<file path="config.mk">
export PLATFORM = sky130hd
export DESIGN_NAME = cpu_run_ctrl
export DESIGN_NICKNAME = d
export VERILOG_FILES = /design/src/rtl/cpu_run_ctrl_pkg.sv /design/src/rtl/run_wdog.sv /design/src/rtl/cpu_run_ctrl.sv
export SDC_FILE = /design/constraint.sdc
export NUM_CORES = 1
export LEC_CHECK = 0
export CAP_MARGIN = 40
export CORE_ASPECT_RATIO = 1.75
export CORE_UTILIZATION = 28
export CTS_BUF_LIST = sky130_fd_sc_hd__clkbuf_16
export CTS_CLUSTER_SIZE = 28
export DETAILED_ROUTE_END_ITERATION = 16
export REMOVE_ABC_BUFFERS = 1
export SETUP_SLACK_MARGIN = 0.3
export SYNTH_ARGS = -nofsm -noshare
export SYNTH_HDL_FRONTEND = slang
export SYNTH_HIERARCHICAL = 1
export SYNTH_SLANG_ARGS = --single-unit
export TNS_END_PERCENT = 10
</file>
<file path="constraint.sdc">
create_clock -name clk -period 2.5 [get_ports clk]
set_input_delay 0.5 -clock clk [delete_from_list [all_inputs] [get_ports clk]]
set_output_delay 0.5 -clock clk [all_outputs]
set_load 0.05 [all_outputs]
</file>
<file path="src/rtl/cpu_run_ctrl_pkg.sv">
// Shared encodings and defaults for the host-facing run controller of the 8-bit accumulator core.
package cpu_run_ctrl_pkg;

  typedef enum logic [2:0] {
    OP_LOAD  = 3'd0,
    OP_BYTE  = 3'd1,
    OP_RUN   = 3'd2,
    OP_STEP  = 3'd3,
    OP_STOP  = 3'd4,
    OP_CLEAR = 3'd5,
    OP_BKPT  = 3'd6,
    OP_RSVD  = 3'd7
  } cmd_op_e;

  typedef enum logic [2:0] {
    ST_IDLE   = 3'd0,
    ST_LOAD   = 3'd1,
    ST_RUN    = 3'd2,
    ST_STEP   = 3'd3,
    ST_HALTED = 3'd4
  } state_e;

  localparam int ADDR_W_DEF    = 5;
  localparam int MEM_DEPTH_DEF = 25;
  localparam int STEP_CYC_DEF  = 3;
  localparam int WDOG_MAX_DEF  = 1023;

  // A program length is usable only if non-empty and it fits the instruction memory.
  function automatic logic len_ok(input logic [4:0] len, input int depth);
    return (len != 5'd0) && (int'(len) <= depth);
  endfunction

endpackage

</file>
<file path="src/rtl/run_wdog.sv">
// Loadable down-counter with enable and zero flag; times both the STEP window and the RUN watchdog.
module run_wdog #(
  parameter int CNT_W = 10
) (
  input  logic             clk,
  input  logic             rst_n,
  input  logic             load_i,
  input  logic             en_i,
  input  logic [CNT_W-1:0] load_val_i,
  output logic             zero_o
);

  logic [CNT_W-1:0] cnt_q, cnt_d;

  always_comb begin
    cnt_d = cnt_q;
    if (load_i)
      cnt_d = load_val_i;
    else if (en_i && (cnt_q != '0))
      cnt_d = cnt_q - CNT_W'(1);
  end

  always_ff @(posedge clk or negedge rst_n) begin
    if (!rst_n) cnt_q <= '0;
    else        cnt_q <= cnt_d;
  end

  assign zero_o = (cnt_q == '0);

endmodule

</file>
<file path="src/rtl/cpu_run_ctrl.sv">
// Program loader and run/step/stop gate for the accumulator core.
// Optional breakpoint command enabled by defining CPU_RUN_CTRL_BKPT_EN.
module cpu_run_ctrl
  import cpu_run_ctrl_pkg::*;
#(
  parameter int ADDR_W    = ADDR_W_DEF,
  parameter int MEM_DEPTH = MEM_DEPTH_DEF,
  parameter int STEP_CYC  = STEP_CYC_DEF,
  parameter int WDOG_MAX  = WDOG_MAX_DEF
) (
  input  logic              clk,
  input  logic              rst_n,
  input  logic              cmd_valid,
  input  logic [2:0]        cmd_op,
  input  logic [7:0]        cmd_data,
  output logic              cmd_ready,
  output logic              core_we,
  output logic [ADDR_W-1:0] core_waddr,
  output logic [7:0]        core_wdata,
  output logic              core_run_en,
  input  logic              core_halted,
  input  logic [ADDR_W-1:0] core_pc,
  output logic [2:0]        state_o,
  output logic [ADDR_W-1:0] prog_len,
  output logic              err
);

  localparam int CNT_MAX = (WDOG_MAX > STEP_CYC) ? WDOG_MAX : STEP_CYC;
  localparam int CNT_W   = $clog2(CNT_MAX + 1);
  localparam logic [CNT_W-1:0] STEP_LD = CNT_W'(STEP_CYC - 1);
  localparam logic [CNT_W-1:0] WDOG_LD = CNT_W'((WDOG_MAX == 0) ? 0 : WDOG_MAX - 1);
  localparam bit WDOG_ON = (WDOG_MAX != 0);

  state_e            state_q, state_d;
  logic              we_q, we_d;
  logic [ADDR_W-1:0] waddr_q, waddr_d;
  logic [7:0]        wdata_q, wdata_d;
  logic              run_en_q, run_en_d;
  logic [ADDR_W-1:0] prog_len_q, prog_len_d;
  logic              err_q, err_d;
  logic [ADDR_W-1:0] ld_cnt_q, ld_cnt_d;

  cmd_op_e          op;
  logic             ready, acc;
  logic             cnt_load, cnt_en, cnt_zero;
  logic [CNT_W-1:0] cnt_ld_val;

`ifdef CPU_RUN_CTRL_BKPT_EN
  logic              bkpt_arm_q, bkpt_arm_d;
  logic [ADDR_W-1:0] bkpt_addr_q, bkpt_addr_d;
`else
  logic unused_pc;
  assign unused_pc = ^core_pc;
`endif

  assign op  = cmd_op_e'(cmd_op);
  assign acc = cmd_valid & ready;

  // RUN only listens for STOP/CLEAR; HALTED only for CLEAR; a STEP window ignores the host.
  always_comb begin
    ready = 1'b0;
    case (state_q)
      ST_IDLE, ST_LOAD: ready = 1'b1;
      ST_RUN:           ready = (op == OP_STOP) || (op == OP_CLEAR);
      ST_HALTED:        ready = (op == OP_CLEAR);
      default:          ready = 1'b0;
    endcase
  end

  run_wdog #(.CNT_W(CNT_W)) u_wdog (
    .clk        (clk),
    .rst_n      (rst_n),
    .load_i     (cnt_load),
    .en_i       (cnt_en),
    .load_val_i (cnt_ld_val),
    .zero_o     (cnt_zero)
  );

  always_comb begin
    state_d    = state_q;
    we_d       = 1'b0;
    waddr_d    = waddr_q;
    wdata_d    = wdata_q;
    prog_len_d = prog_len_q;
    err_d      = err_q;
    ld_cnt_d   = ld_cnt_q;
    cnt_load   = 1'b0;
    cnt_en     = 1'b0;
    cnt_ld_val = STEP_LD;
`ifdef CPU_RUN_CTRL_BKPT_EN
    bkpt_arm_d  = bkpt_arm_q;
    bkpt_addr_d = bkpt_addr_q;
`endif

    // CLEAR is an error during LOAD, so it only clears outside that state.
    if (acc && (op == OP_CLEAR) && (state_q != ST_LOAD))
      err_d = 1'b0;

    case (state_q)
      ST_IDLE: begin
        if (acc) begin
          case (op)
            OP_LOAD: begin
              if (len_ok(cmd_data[4:0], MEM_DEPTH)) begin
                state_d    = ST_LOAD;
                ld_cnt_d   = '0;
                prog_len_d = ADDR_W'(cmd_data[4:0]);
              end else begin
                err_d = 1'b1;
              end
            end
            OP_RUN: begin
              state_d    = ST_RUN;
              cnt_load   = 1'b1;
              cnt_ld_val = WDOG_LD;
            end
            OP_STEP: begin
              state_d    = ST_STEP;
              cnt_load   = 1'b1;
              cnt_ld_val = STEP_LD;
            end
            OP_STOP, OP_CLEAR: ;
`ifdef CPU_RUN_CTRL_BKPT_EN
            OP_BKPT: begin
              bkpt_arm_d  = 1'b1;
              bkpt_addr_d = ADDR_W'(cmd_data[4:0]);
            end
`endif
            default: err_d = 1'b1;
          endcase
        end
      end
      ST_LOAD: begin
        if (acc) begin
          if (op == OP_BYTE) begin
            we_d     = 1'b1;
            waddr_d  = ld_cnt_q;
            wdata_d  = cmd_data;
            ld_cnt_d = ld_cnt_q + ADDR_W'(1);
            if (ld_cnt_d == prog_len_q)
              state_d = ST_IDLE;
          end else begin
            err_d   = 1'b1;
            state_d = ST_IDLE;
          end
        end
      end
      ST_RUN: begin
        cnt_en = WDOG_ON;
        if (core_halted) begin
          state_d = ST_HALTED;
`ifdef CPU_RUN_CTRL_BKPT_EN
        end else if (bkpt_arm_q && (core_pc == bkpt_addr_q)) begin
          state_d    = ST_IDLE;
          bkpt_arm_d = 1'b0;
`endif
        end else if (acc && (op == OP_STOP)) begin
          state_d = ST_IDLE;
        end else if (WDOG_ON && cnt_zero) begin
          err_d   = 1'b1;
          state_d = ST_IDLE;
        end
      end
      ST_STEP: begin
        cnt_en = 1'b1;
        if (core_halted)   state_d = ST_HALTED;
        else if (cnt_zero) state_d = ST_IDLE;
      end
      ST_HALTED: begin
        if (acc) state_d = ST_IDLE;
      end
      default: state_d = ST_IDLE;
    endcase

    run_en_d = (state_d == ST_RUN) || (state_d == ST_STEP);
  end

  always_ff @(posedge clk or negedge rst_n) begin
    if (!rst_n) begin
      state_q    <= ST_IDLE;
      we_q       <= 1'b0;
      waddr_q    <= '0;
      wdata_q    <= '0;
      run_en_q   <= 1'b0;
      prog_len_q <= '0;
      err_q      <= 1'b0;
      ld_cnt_q   <= '0;
    end else begin
      state_q    <= state_d;
      we_q       <= we_d;
      waddr_q    <= waddr_d;
      wdata_q    <= wdata_d;
      run_en_q   <= run_en_d;
      prog_len_q <= prog_len_d;
      err_q      <= err_d;
      ld_cnt_q   <= ld_cnt_d;
    end
  end

`ifdef CPU_RUN_CTRL_BKPT_EN
  always_ff @(posedge clk or negedge rst_n) begin
    if (!rst_n) begin
      bkpt_arm_q  <= 1'b0;
      bkpt_addr_q <= '0;
    end else begin
      bkpt_arm_q  <= bkpt_arm_d;
      bkpt_addr_q <= bkpt_addr_d;
    end
  end
`endif

  assign cmd_ready   = ready;
  assign core_we     = we_q;
  assign core_waddr  = waddr_q;
  assign core_wdata  = wdata_q;
  assign core_run_en = run_en_q;
  assign state_o     = state_q;
  assign prog_len    = prog_len_q;
  assign err         = err_q;

endmodule

</file>
======== Yosys cells after proc, flatten, opt, wreduce, memory -nomap -nowiden ========
Index checks and enable logic that the tools add are counted.
cells by class
  add/subtract/negate cells ............... 2
  multiply operators ...................... 0
  div/mod/pow operators ................... 0
  $lt $le $gt $ge ......................... 1
  eq/ne operators ......................... 18
  shifts and indexed selects .............. 0
  muxes and demuxes ....................... 41
  bitwise operators ....................... 1
  reduce and logical (&&, ||, !) cells .... 21
operators by type and width
  operator                                            count
  two-way mux 10 bit                                  5
  two-way mux 3 bit                                   10
  two-way mux 5 bit                                   5
  == test 3 x 2 -> 1 bit, second input constant       6
  two-way mux 1 bit                                   15
  one-hot mux 3 bit (5 select lines)                  1
  zero test 10 bit                                    1
  one-hot mux 5 bit (2 select lines)                  1
  nonzero test 10 bit                                 1
  subtractor 10 x 1 -> 10 bit, second input constant  1
  == test 3 bit, second input constant                3
  one-hot mux 3 bit (3 select lines)                  1
  inequality test 2 bit, second input constant        4
  == test 3 x 1 -> 1 bit, second input constant       2
  zero test 3 bit                                     2
  one-hot mux 1 bit (3 select lines)                  2
  AND reduction 6 bit                                 1
  OR reduction 2 bit                                  3
  adder 5 x 1 -> 5 bit, second input constant         1
  == test 5 bit                                       1
  <= comparator 5 bit, second input constant          1
  logical AND 1 bit                                   5
  nonzero test 5 bit                                  1
  AND reduction 4 bit                                 1
  8 further kinds                                     10
word-level totals
  flip-flop bits (word level) ............. 39
  bits in latches ......................... 0
  memory bits (writable) .................. 0
  memory bits (read-only) ................. 0
  input bits .............................. 20
  output and inout bits ................... 25
  logic and storage cells ................. 93
  memories ................................ 0

======== Depth between registers and ports, before layout ========
  depth in word-level cells ............... 11
  mapped depth ............................ 9
  mapped depth without buffers ............ 9

======== Cells and area by module ========
Netlist, hierarchy kept.
by module, submodules not included
  module        instances  cells each  area an instance (µm²)  sequential area each (µm²)
  cpu_run_ctrl  1          131         1456.4                  725.7
  run_wdog      1          67          621.8                   250.2

======== Worst setup path after synthesis ========
No wires, ideal clock.
  kind .................................... register to output
  start point ............................. register state_q[0], in the netlist state_o[0]
  end point ............................... output cmd_ready
  arrival ................................. 2.051 ns
  data required time ...................... 2.000 ns
  path slack .............................. -0.051 ns
  stages on the path, launching flop included .. 5
  path buffers ............................ 1
  cells stage by stage .................... dfrtp_1 > clkbuf_1 > inv_1 > a21boi_0 > o21ai_0
between the ends
  cells in the longest elaborated chain, start to end .. 3
  elaborated cells between the ends (all ways) .. 6
  those cells by class .................... eq/ne: 3; mux: 1; reduce/logical: 2
RTL lines
  element                                                    line                 text
  from (decl)                                                cpu_run_ctrl.sv:34   state_e state_q, state_d;
  from (signal assigned)                                     cpu_run_ctrl.sv:189  state_q <= state_d;
  == test 3 x 1 -> 1 bit or zero test 3 bit (tied branches)  cpu_run_ctrl.sv:62   case (state_q)
  OR reduction 2 bit                                         cpu_run_ctrl.sv:62
  one-hot mux 1 bit (3 select lines) *                       cpu_run_ctrl.sv:62
  to (decl)                                                  cpu_run_ctrl.sv:16   output logic cmd_ready,
Every way passes the cells marked *; elsewhere a longest branch is shown, timed or not.

======== Worst setup path after layout ========
  start point ............................. register u_wdog.cnt_q[6]
  end point ............................... register state_q[0], in the netlist state_o[0]
between the ends
  cells in the longest elaborated chain, start to end .. 5
  elaborated cells between the ends (all ways) .. 6
  those cells by class .................... mux: 5; reduce/logical: 1
RTL lines
  element                               line                                      text
  from (decl)                           run_wdog.sv:13                            logic [CNT_W-1:0] cnt_q, cnt_d;
  from (signal assigned)                run_wdog.sv:25                            else cnt_q <= cnt_d;
  zero test 10 bit *                    run_wdog.sv:28                            assign zero_o = (cnt_q == '0);
  net cnt_zero                          cpu_run_ctrl.sv:45                        logic cnt_load, cnt_en, cnt_zero;
  two-way mux 3 bit *                   cpu_run_ctrl.sv:159, cpu_run_ctrl.sv:167
  two-way mux 3 bit                     cpu_run_ctrl.sv:157                       end else if (acc && (op == OP_STOP)) begin
  two-way mux 3 bit                     cpu_run_ctrl.sv:150                       if (core_halted) begin
  one-hot mux 3 bit (5 select lines) *  cpu_run_ctrl.sv:99                        case (state_q)
  net state_d[0]                        cpu_run_ctrl.sv:34
Mark *: on every way through the listed nets, which the timed path passes. The rest lies on a longest branch.
A chain may end at the register's enable or synchronous reset.

==> metrics.csv <==
stage;metric;value;unit
status;status;finished, final reports clean;
floorplanning;die_area;7780;sq um
detailed_routing;antenna_left;0;
placement;gp_congestion;0.833;
detailed_routing;vias;1768;
critical_path;critPathLaunch;u_wdog/cnt_q[6]$_DFFE_PN0P_;
cts;cts_buffer_depth;2;
timing;final_hold_viol_count;0;
critical_path;critPathMaxStageDelay;560;ps
timing;maxSlewHeadroom;61.6;%
final_layout;syn2layout_area_growth;39.3;%
critical_path;end_kind;flip-flop;
pwr;p_leak;1.32;nW
pwr;p_clk_share;20.9;%
logic_synthesis;ys_seq_area_share;47.0;%
cts;cts_made_buffers;5;
pwr;pwr-share-comb;48.5;%
detailed_routing;wirelength;4.96;mm
logic_synthesis;synth_area_leader_cell;dfrtp_1;
critical_path;cp_cell_sequence;or4_4, or3_4, inv_4, nor2_1, a21oi_1, o32ai_1, or4_1;
timing;slew_viol_final;0;
timing;fin_crit;2170;ps
cts;cts_tree;built;
global_route;grt_overflow_total;0;
logic_synthesis;synth.area.top_cells;dfrtp_1, mux2_2, nand2_1;
critical_path;cp.arrival;2310;ps
logic_synthesis;netlist_instances;198;
timing;setup_viol;0;
cts;clockRootBuffer;clkbuf_16;
critical_path;cpMaxStageDelayCell;or4_4;
logic_synthesis;synth_ff_type;dfrtp_1;
min_path;hold_class;in -> async;
logic_synthesis;syn_area;2080;sq um
detailed_routing;firstDrtPassIters;4;
final_layout;layout-drive-gt1-share;24.4;%
logic_synthesis;synth-edff-count;0;
timing;tightestPinTransition;576;ps
logic_synthesis;netlist.area_leader.share;47.0;%
pwr;switching_power;1.36;mW
pwr;seq_power_share;30.6;%
timing;fmax;0.462;GHz
cts;cts_sinks;39;
floorplanning;chipHeight;116;um
timing;rsz0062_at_grt;true;
critical_path;reg2reg_from;u_wdog/cnt_q[6]$_DFFE_PN0P_;
run;max-cap-violations;0;
pwr;power;3.35;mW
critical_path;startpoint_type;flip-flop;
cts;clock_latency;280;ps
global_route;antenna_found_initial;0;
global_route;grt_max_degree;26;
global_route;grt_pass1_vias;1839;
final_layout;nets;280;
floorplanning;die_w;67.1;um
logic_synthesis;synth_warnings;6;
logic_synthesis;synthArstFlopShare;100;%
detailed_routing;wl_per_cell;14.4;um
logic_synthesis;yosysUniqueCellTypes;54;
timing;whs;217;ps
floorplanning;core_area;7180;sq um
detailed_routing;dr.first_iter.drc_count;22;
global_route;grt_usage;14.2;%
pwr;internal-power;1.99;mW
placement;hpwlAfterDp;3.71;mm
placement;portBuffers;39;
final_layout;utilization;40.3;%
critical_path;worstPathRequired;2650;ps
cts;h-tree-depth;2;
detailed_routing;drc;0;
timing;fin_skew;3.70;ps
detailed_routing;viasPerCell;5.14;
floorplanning;placementRows;41;
global_route;grt_pass1_wl;8.33;mm
pwr;irDropWorstVdd;0.675;mV
cts;clk_pin_slew;60;ps
pwr;swShare;40.7;%
cts;cts_hold_buffers;0;
logic_synthesis;synth_seq_cells;39;
critical_path;path_max_fanout;4;
timing;fin_tns_setup;0;ps
floorplanning;initial_utilization;28.9;%
critical_path;critical_path_class;reg -> reg;
floorplanning;pin_count;45;
pwr;power_density;1160;nW/um^2
timing;fin_crit_sh;86.6;%
final_layout;diodes;0;
logic_synthesis;avgSynthCellArea;10.5;sq um
## kinds of logic after synthesis
family	share of synthesized area, %
other	0.361
adder cells (fa/ha/maj)	1.20
flip-flops	47.0
XOR/XNOR	4.46
buffers and inverters	3.13
AND/OR/NAND/NOR	18.0
AO/OA/AOI/OAI	15.1
multiplexers	10.8
## cells in the mapped netlist (all sizes together) (3+ instances only)
cell / n
dfrtp: 39
mux2: 19
nand2: 18
nor2: 10
inv: 9
nand3: 7
nor3: 7
o21ai: 7
clkbuf: 6
a21oi: 5
xor2: 5
nand2b: 4
o211ai: 4
or4: 4
a21o: 3
nor2b: 3
o41ai: 3
xnor2: 3
## power groups by stage
stage	clock (mW)	sequential, mW	combinational, mW
2_1_floorplan	0	1.45	0.581
3_3_place_gp	0	1.04	1.49
3_5_place_dp	0	1.04	1.51
4_1_cts	0.719	1.02	1.56
5_1_grt	0.739	1.06	1.73
6_report	0.699	1.03	1.63
## flip-flops by register name, indices dropped and copies added, names as in the netlist
signal        count
ld_cnt_q          5
core_run_en       1
u_wdog/cnt_q     10
core_we           1
core_waddr        5
prog_len          5
core_wdata        8
err               1
state_o           3
## layer usage
metal / vias to the layer above / global-route usage [%] / share of wire, %
met4: 0 / 6.24 / 2.5
met1: 882 / 13.9 / 37
met2: 25 / 27.7 / 59
met5: - / 0 / 0
met3: 12 / 2.26 / 2.4
li1: 849 / - / -
## layout by cell type (no fill, tap or decap), types with 3 or more instances in the layout
cell,Yosys,layout
a21oi_1,5,5
buf_4,0,21
clkbuf_16,0,5
clkdlybuf4s50_1,0,36
dfrtp_1,39,38
inv_1,9,8
mux2_2,19,19
nand2_1,18,18
nand2b_1,4,4
nand3_1,6,6
nor2_1,9,9
nor2b_1,3,3
nor3_1,7,7
o211ai_1,3,3
o21ai_0,7,6
o41ai_1,3,3
xnor2_1,3,3
xor2_1,5,5
## path summary, 6_finish.rpt
path                                                   to  slack, ps  cells after the start
worst min register to register  core_wdata[6]$_DFFE_PN0P_        470                      2
max in group asynchronous            state_o[2]$_DFF_PN0_       1730                      2
min in group clk                core_wdata[6]$_DFFE_PN0P_        470                      2
worst max-delay path                 state_o[0]$_DFF_PN0_        330                      7
worst min-delay path            core_wdata[7]$_DFFE_PN0P_        220                      1
worst max register to register       state_o[0]$_DFF_PN0_        330                      7
## critical path: cells and delay by family, from the launching register on
kind	cells	cell delay, ps
simple gates	4	1360
flops	1	390
compound gates	2	230
buf+inv	1	70
## what timing repair did
| action | in CTS | in global routing |
|---|---|---|
| setup endpoints to repair | 2 | 5 |
| buffers inserted | 2 | 2 |
| pin swaps | 0 | 1 |
| cloned | 0 | 0 |
| resized for setup | 3 | 5 |
## per-stage QoR
step	instance area (sq um)	std cells	setup slack, ps
6_report	2890	344	335
5_1_grt	2890	344	260
4_1_cts	2860	342	293
3_5_place_dp	2680	333	163
3_3_place_gp	2680	333	160
2_1_floorplan	2050	191	44.3
## cell type report
cell class                 count  area, sq um
tap                           86          108
multi-input combinational    142         1050
clock buffer                   5          125
timing repair buffer          60          556
fill                         709         4290
clock inverter                 2         37.5
inverter                      10         40.0
sequential                    39          977
No activity file was read; power rests on OpenSTA's default activity.
